$ cat src/rtl/load_store_unit.sv
// load_store_unit: converts RISC-V byte-addressed loads/stores (LB/LH/LW/LBU/LHU/SB/SH/SW)
// into word accesses on a word-addressed data RAM (combinational read, write on posedge).
// Sub-word stores are done as read-modify-write. One transaction in flight.
// Optional feature macro: LSU_MISALIGN_CHECK_EN
//   defined   -> misaligned H/HU/SH/W/SW requests return resp_error without touching memory
//   undefined -> low address bits are forced to natural alignment and the access proceeds
module load_store_unit #(
  parameter int MEMORY_SIZE = 4096
) (
  input  logic        clk,
  input  logic        reset,
  input  logic        req_valid,
  output logic        req_ready,
  input  logic        req_write,
  input  logic [2:0]  req_funct3,
  input  logic [31:0] req_address,
  input  logic [31:0] req_wdata,
  output logic        resp_valid,
  output logic [31:0] resp_rdata,
  output logic        resp_error,
  output logic        mem_read,
  output logic        mem_write,
  output logic [31:0] mem_address,
  output logic [31:0] mem_write_data,
  input  logic [31:0] mem_read_data
);

  localparam int AW = $clog2(MEMORY_SIZE / 4);

  typedef enum logic [2:0] {
    S_IDLE,
    S_LOAD,
    S_STORE,
    S_RMW_RD,
    S_RMW_WR,
    S_DONE
  } state_t;

  state_t      r_state;
  state_t      w_state_next;

  // Transaction context captured on accept
  logic [2:0]  r_funct3;
  logic [1:0]  r_lane;
  logic [15:0] r_wdata;

  // Registered outputs
  logic        r_resp_valid;
  logic [31:0] r_resp_rdata;
  logic        r_resp_error;
  logic [31:0] r_mem_address;
  logic [31:0] r_mem_write_data;

  logic        w_idle_ready;
  logic        w_accept;
  logic        w_f3_ok;
  logic        w_range_err;
  logic        w_misalign;
  logic        w_req_err;
  logic [1:0]  w_lane;
  logic [31:0] w_shifted;
  logic [31:0] w_load_data;
  logic [31:0] w_ins;
  logic [3:0]  w_byte_en;
  logic [31:0] w_merged;

  assign w_idle_ready = reset && (r_state == S_IDLE);
  assign w_accept     = req_valid && w_idle_ready;
  assign req_ready    = w_idle_ready;

  // Request decode: legal funct3 per direction, range and (optionally) alignment
  always_comb begin
    w_f3_ok = 1'b0;
    if (req_write) begin
      // only SB/SH/SW are meaningful stores; everything else is rejected
      w_f3_ok = (req_funct3 == 3'b000) || (req_funct3 == 3'b001) || (req_funct3 == 3'b010);
    end else begin
      w_f3_ok = (req_funct3 == 3'b000) || (req_funct3 == 3'b001) || (req_funct3 == 3'b010) ||
                (req_funct3 == 3'b100) || (req_funct3 == 3'b101);
    end
  end

  assign w_range_err = (req_address >= 32'(MEMORY_SIZE));

`ifdef LSU_MISALIGN_CHECK_EN
  assign w_misalign = ((req_funct3[1:0] == 2'b01) && req_address[0]) ||
                      ((req_funct3[1:0] == 2'b10) && (req_address[1:0] != 2'b00));
`else
  assign w_misalign = 1'b0;
`endif

  assign w_req_err = !w_f3_ok || w_range_err || w_misalign;

  // Lane within the word after forcing natural alignment (a no-op when misalignment is an error)
  always_comb begin
    w_lane = req_address[1:0];
    if (req_funct3[1:0] == 2'b01) begin
      w_lane = {req_address[1], 1'b0};
    end else if (req_funct3[1:0] == 2'b10) begin
      w_lane = 2'b00;
    end
  end

  // Load path: move the addressed lane down to bit 0, then sign/zero extend
  assign w_shifted = mem_read_data >> {r_lane, 3'b000};

  always_comb begin
    w_load_data = mem_read_data;
    case (r_funct3)
      3'b000:  w_load_data = {{24{w_shifted[7]}}, w_shifted[7:0]};
      3'b100:  w_load_data = {24'h0, w_shifted[7:0]};
      3'b001:  w_load_data = {{16{w_shifted[15]}}, w_shifted[15:0]};
      3'b101:  w_load_data = {16'h0, w_shifted[15:0]};
      default: w_load_data = mem_read_data;
    endcase
  end

  // Sub-word store merge: replicated store data plus per-byte enables over the read word
  assign w_ins = (r_funct3[1:0] == 2'b00) ? {4{r_wdata[7:0]}} : {2{r_wdata}};

  always_comb begin
    w_byte_en = 4'b0000;
    if (r_funct3[1:0] == 2'b00) begin
      w_byte_en = 4'b0001 << r_lane;
    end else begin
      w_byte_en = r_lane[1] ? 4'b1100 : 4'b0011;
    end
  end

  generate
    for (genvar gi = 0; gi < 4; gi++) begin : g_merge
      assign w_merged[8*gi +: 8] = w_byte_en[gi] ? w_ins[8*gi +: 8] : mem_read_data[8*gi +: 8];
    end
  endgenerate

  // Next-state and memory strobes; strobes depend on state only and are gated by reset
  always_comb begin
    w_state_next = r_state;
    mem_read     = 1'b0;
    mem_write    = 1'b0;
    case (r_state)
      S_IDLE: begin
        if (w_accept) begin
          if (w_req_err) begin
            w_state_next = S_DONE;
          end else if (!req_write) begin
            w_state_next = S_LOAD;
          end else if (req_funct3[1:0] == 2'b10) begin
            w_state_next = S_STORE;
          end else begin
            w_state_next = S_RMW_RD;
          end
        end
      end
      S_LOAD: begin
        mem_read     = reset;
        w_state_next = S_DONE;
      end
      S_STORE: begin
        mem_write    = reset;
        w_state_next = S_DONE;
      end
      S_RMW_RD: begin
        mem_read     = reset;
        w_state_next = S_RMW_WR;
      end
      S_RMW_WR: begin
        mem_write    = reset;
        w_state_next = S_DONE;
      end
      S_DONE:  w_state_next = S_IDLE;
      default: w_state_next = S_IDLE;
    endcase
  end

  // State register, captured request context and registered outputs
  always_ff @(posedge clk) begin
    if (!reset) begin
      r_state          <= S_IDLE;
      r_funct3         <= 3'b000;
      r_lane           <= 2'b00;
      r_wdata          <= 16'h0;
      r_resp_valid     <= 1'b0;
      r_resp_rdata     <= 32'h0;
      r_resp_error     <= 1'b0;
      r_mem_address    <= 32'h0;
      r_mem_write_data <= 32'h0;
    end else begin
      r_state      <= w_state_next;
      r_resp_valid <= (w_state_next == S_DONE);
      if (w_accept) begin
        r_funct3     <= req_funct3;
        r_lane       <= w_lane;
        r_wdata      <= req_wdata[15:0];
        r_resp_rdata <= 32'h0;
        r_resp_error <= w_req_err;
        if (!w_req_err) begin
          r_mem_address <= {{(32 - AW){1'b0}}, req_address[AW+1:2]};
          if (req_write) begin
            r_mem_write_data <= req_wdata;
          end
        end
      end
      if (r_state == S_LOAD) begin
        r_resp_rdata <= w_load_data;
      end
      if (r_state == S_RMW_RD) begin
        r_mem_write_data <= w_merged;
      end
    end
  end

  assign resp_valid     = r_resp_valid;
  assign resp_rdata     = r_resp_rdata;
  assign resp_error     = r_resp_error;
  assign mem_address    = r_mem_address;
  assign mem_write_data = r_mem_write_data;

endmodule
$ cat config.mk
export PLATFORM = sky130hd
export DESIGN_NAME = load_store_unit
export DESIGN_NICKNAME = d
export VERILOG_FILES = /design/src/rtl/load_store_unit.sv
export SDC_FILE = /design/constraint.sdc
export NUM_CORES = 1
export LEC_CHECK = 0
export ABC_CLOCK_PERIOD_IN_PS = 2410
export CORE_MARGIN = 5
export CORE_UTILIZATION = 44
export CTS_CLUSTER_DIAMETER = 100
export CTS_CLUSTER_SIZE = 40
export DETAILED_ROUTE_END_ITERATION = 16
export GPL_TIMING_DRIVEN = 0
export PLACE_DENSITY = 0.81
export SYNTH_ARGS = -nofsm -noshare
export SYNTH_HDL_FRONTEND = slang
export SYNTH_SLANG_ARGS = --single-unit
$ cat constraint.sdc
create_clock -name clk -period 2.41 [get_ports clk]
set_input_delay 0.482 -clock clk [delete_from_list [all_inputs] [get_ports clk]]
set_output_delay 0.482 -clock clk [all_outputs]
set_load 0.005 [all_outputs]
Word-level counts from Yosys, hierarchy flattened
Cells that the tools add are included. W data, S select, Z words.

Register bits after elaboration: 100. Input bits: 103. Output and inout bits: 101. Logic and storage cells: 72.

$lt $le $gt $ge: 1. Equality and inequality tests: 15. Shift operators: 2. Muxes and demuxes: 24. Bitwise operators: 1. Reduce and logical (&&, ||, !) cells: 20.

Operators by type and width (count): $mux W32 (7); $pmux W32 S4 (1); $ge A32 B13 Y1 const B (1); $mux W8 (4); $shr A32 B5 Y16 (1); $eq A3 B3 Y1 const B (6); $eq A3 B1 Y1 const B (3); $eq A3 B2 Y1 const B (3); $logic_not A3 Y1 (3); $pmux W3 S3 (1); $mux W4 (2); $mux W2 (3); $mux W3 (2); $reduce_bool A2 Y1 (3); $logic_or A1 B1 Y1 (5); $mux W1 (4); $reduce_or A2 Y1 (2); $shl A1 B2 Y4 const A (1); $reduce_and A3 Y1 (1); $reduce_or A3 Y1 (1); $eq A2 B1 Y1 const B (1); $eq A2 B2 Y1 const B (1); $logic_and A1 B1 Y1 (2); $logic_not A2 Y1 (1); other kinds (4) (4).

Longest topological paths before layout
Depth in word-level cells: 12. Mapped depth: 8. Depth with buffers taken out: 5.

Least setup slack after synthesis
Ideal clock, no wire load.

Path type: input to register. From: in req_address[30]. To: reg r_mem_write_data[2] (netlist: mem_write_data[2]). Setup time: 0.131 ns. Data arrival time: 1.958 ns. Required time: 2.279 ns. Setup slack: 0.321 ns. Stages: 7. Path through: nor4_1 nand4_1 or4_1 buf_2 buf_6 nand4_1 o31ai_1.

Word-level cells in the longest chain between the ends: 4.

RTL lines: start, declared (line 16) `input logic [31:0] req_address,`; $ge A32 B13 Y1 (line 83) `assign w_range_err = (req_address >= 32'(MEMORY_SIZE));`; $logic_or A1 B1 Y1 (line 92) `assign w_req_err = !w_f3_ok || w_range_err || w_misalign;`; $ne A2 B1 Y1 (no source line); $reduce_and A3 Y1 (no source line); end signal, assigned (line 200) `r_mem_write_data <= req_wdata;`; end signal, assigned (line 208) `r_mem_write_data <= w_merged;`; end, declared (line 52) `logic [31:0] r_mem_write_data;`.

Every way passes these cells. A chain may end at the register's enable or synchronous reset.

Worst setup path in the final report
From: in reset. To: out mem_read.

Word-level cells in the longest chain between the ends: 1.

RTL lines: start, declared (line 11) `input logic reset,`; $mux W1 (line 141) `case (r_state)`; end, declared (line 21) `output logic mem_read,`.

Every way passes these cells.

==> flow_summary.toml <==
[worst_setup_path]
critPathCaptureType = "primary output"
critical_path_required_ps = 1930
cp_slowest_cell = "clkdlybuf4s50_1"
path_class = "input pin to primary output"
start_kind = "input pin"
crit_buf_inv = 4
critPathTopFamily = "buffers and inverters"
critical-path-max-stage-delay_ps = 510
worstPathMaxFanout = 10
path_cells = "clkdlybuf4s15_2 -> buf_4 -> clkbuf_4 -> and2_1 -> clkdlybuf4s50_1"
critPathArrivalTime_ps = 1850

[clocking]
cts.path.max_buffers = 2
htreeDepth = 3
clkLatencyLatePin_ps = 350
clock_sinks = 100
cts_tree = "done"
cts_hold_buf = 0
clockRootBuffer = "clkbuf_16"
path_clk_slew_ps = 70
cts_buffers = 9

[routing]
drc_errors = 0
wl_per_cell_um = 20.1
drt-total-wl_um = 19900
drtPass1Iterations = 5
num_vias = 5752
via_per_inst = 5.80
detail_route.iter0.violations = 548
ant_nets = 0

[status]
outcome = "finished clean"

[cells_and_area]
final_nets = 947
drive_gt1_share_pct = 8.24
areaGrowthSynthToFinish_pct = 48.3
diodes = 0
final_cells = 992
final_area_mm2 = 0.00754

[floorplanning]
rows = 39
die_h_um = 117
num_io_pins = 204
initial_core_util_pct = 44.7
core_area_mm2 = 0.0114
die_w_um = 117
dieArea_mm2 = 0.0138

[sta]
rsz0062_at_grt = "false"
fin_crit_sh_pct = 96.8
period_minus_slack_ps = 2330
fmax_mhz = 429
slew_violations = 0
setup_viol = 0
report.final.hold_viol_count = 0
relSlewSlack_pct = 47.9
skew_ps = 7.88
worstMarginPinSlew_ps = 775

[pwr]
p_leak_uw = 0.00280
p_per_area_mw_per_mm2 = 579
peakVddDrop_uv = 316

[place]
placed_area_mm2 = 0.00715
dpl.hpwl_um = 15500
dp_cells = 974
gp_congestion = 0.953
io_buffer_count = 181

[logic_synthesis]
async_reset_ff_share_pct = 0
synth_top_area_cell = "dfxtp_1"
synth_cells = 629
synthDistinctLibCells = 49
postSynthAreaPerCell_um2 = 8.08
syn-cell-area_mm2 = 0.00508
ys.flop_type = "dfxtp_1"
ys_ff_latch = 100
yosysTopAreaCellShare_pct = 39.4
ys_seq_area_share_pct = 39.4
synth_area_leaders = "dfxtp_1 (39%), nand2_1 (8.7%), o21ai_0 (6.0%)"
synth-edff-count = 0
synth_warnings = 0

[grt]
grt_max_degree = 17
grt_pass1_vias = 5736
gr-total-overflow = 0
antenna_found_initial = 0
grt_first_pass_wirelength_um = 30800
grt_util_all_layers_pct = 27.2

[min_path]
hold_class = "flop to flop"

[flow_run]
cap_violations = 0
-- layer usage --
layer	vias up	wire length [µm]	GRT usage, %
li1	2682	-	-
met1	2708	8080	34.2
met2	316	9460	44.7
met3	46	1750	6.73
met4	0	628	11.1
met5	-	0	0
-- timing repair --
action	CTS	global route
endpoints found under the setup margin	46	54
gates cloned	0	0
resized for setup	11	14
buffers inserted	1	2
pin swaps	1	3
-- sequential cells by signal, indices dropped and copies added, names as in the netlist --
| signal | cells |
|---|---|
| mem_address | 10 |
| r_funct3 | 3 |
| mem_write_data | 32 |
| resp_rdata | 32 |
| resp_valid | 1 |
| r_wdata | 16 |
| r_state | 3 |
| r_lane | 2 |
| resp_error | 1 |
-- cell usage after synthesis (all sizes together) (2+ instances only) --
cell type,count
nand2,119
dfxtp,100
o21ai,61
clkbuf,42
buf,35
nand3,30
a31oi,23
a21oi,18
nand4,18
o31ai,17
a211oi,16
a221o,16
and2,14
nor2,13
a21boi,11
mux2i,11
nor2b,11
nand2b,10
nor3b,9
nor4,8
o311ai,8
a221oi,7
o22a,7
inv,3
and3b,2
nor3,2
o211ai,2
o21a,2
or3,2
-- layout by cell type (no fill, tap or decap), types with 3 or more instances in the layout --
| cell | synthesis | routed |
|---|---|---|
| nor4_1 | 6 | 4 |
| a221o_1 | 16 | 16 |
| a21oi_1 | 18 | 18 |
| a21boi_0 | 10 | 10 |
| clkdlybuf4s50_1 | 0 | 178 |
| o22a_1 | 7 | 7 |
| and2_1 | 14 | 14 |
| dfxtp_1 | 100 | 100 |
| nand4_1 | 18 | 18 |
| o31ai_1 | 17 | 17 |
| buf_2 | 7 | 5 |
| nor3b_1 | 9 | 8 |
| o311ai_0 | 8 | 8 |
| buf_6 | 3 | 3 |
| a31oi_1 | 23 | 23 |
| nor2b_1 | 11 | 11 |
| buf_4 | 22 | 28 |
| a221oi_1 | 7 | 7 |
| nor2_1 | 12 | 12 |
| nand2_1 | 118 | 117 |
| conb_1 | 1 | 22 |
| a211oi_1 | 16 | 16 |
| buf_1 | 3 | 3 |
| nand3_1 | 30 | 30 |
| clkbuf_16 | 0 | 9 |
| nand2b_1 | 10 | 10 |
| o21ai_0 | 61 | 61 |
| clkbuf_1 | 42 | 37 |
| mux2i_1 | 11 | 11 |
-- worst reg2reg max path, stage by stage, from the launching register on --
cell,delay [ps]
dfxtp_1,490
nor2b_1,310
and2_1,170
clkbuf_1,380
clkbuf_1,430
o21ai_0,160
o31ai_1,240
-- logic make-up (layout without fill, tap and decap cells) --
group | after synthesis | in the layout | synth area share [%]
muxes | 12 | 12 | 2.39
AOI/OAI and AO/OA | 193 | 193 | 25.7
and+or+nand+nor | 241 | 241 | 24.0
xor gates and xnor gates | 2 | 2 | 0.345
DFF | 100 | 100 | 39.4
buffers and inverters | 80 | 279 | 8.15
other | 1 | 22 | 0.0738
-- layout make-up --
| class | instances | area (µm²) |
|---|---|---|
| Fill cell | 1018 | 3830 |
| Inverter | 3 | 11.3 |
| Clock buffer | 10 | 229 |
| Clock inverter | 6 | 88.8 |
| Multi-Input combinational cell | 470 | 2770 |
| Timing Repair Buffer | 184 | 1840 |
| Tap cell | 143 | 179 |
| Sequential cell | 100 | 2000 |
| Buffer | 76 | 418 |
-- worst paths after layout --
kind | start | endpoint | slack, ps | cells past startpoint
worst max register to register | r_state[0]$_SDFF_PN0_ | mem_write_data[7]$_SDFFE_PN0P_ | 130 | 6
worst min register to register | r_wdata[9]$_SDFFE_PN0P_ | r_wdata[9]$_SDFFE_PN0P_ | 460 | 2
worst max-delay path | reset | mem_read | 80 | 5
worst min-delay path | r_wdata[9]$_SDFFE_PN0P_ | r_wdata[9]$_SDFFE_PN0P_ | 460 | 2
-- where the power goes --
part | total, µW | internal [µW] | switching (µW)
registers | 1850 | 1760 | 89.2
logic | 954 | 487 | 468
clock network | 1560 | 911 | 649
total | 4370 | 3160 | 1210
-- stage by stage --
stage          worst slack, ps  power, µW  TNS [ps]  hold WS, ps  utilization (%)
6_report                  77.2       4370         0          459             66.3
3_5_place_dp              -881       2810    -31400          448             62.9
3_3_place_gp              -849       2790    -28280          442             62.9
5_1_grt                   8.04       4520         0          489             66.3
2_1_floorplan              321       2300         0          433                -
4_1_cts                   3.09       4350         0          459             65.9
Power figures use the tool's default switching activity.
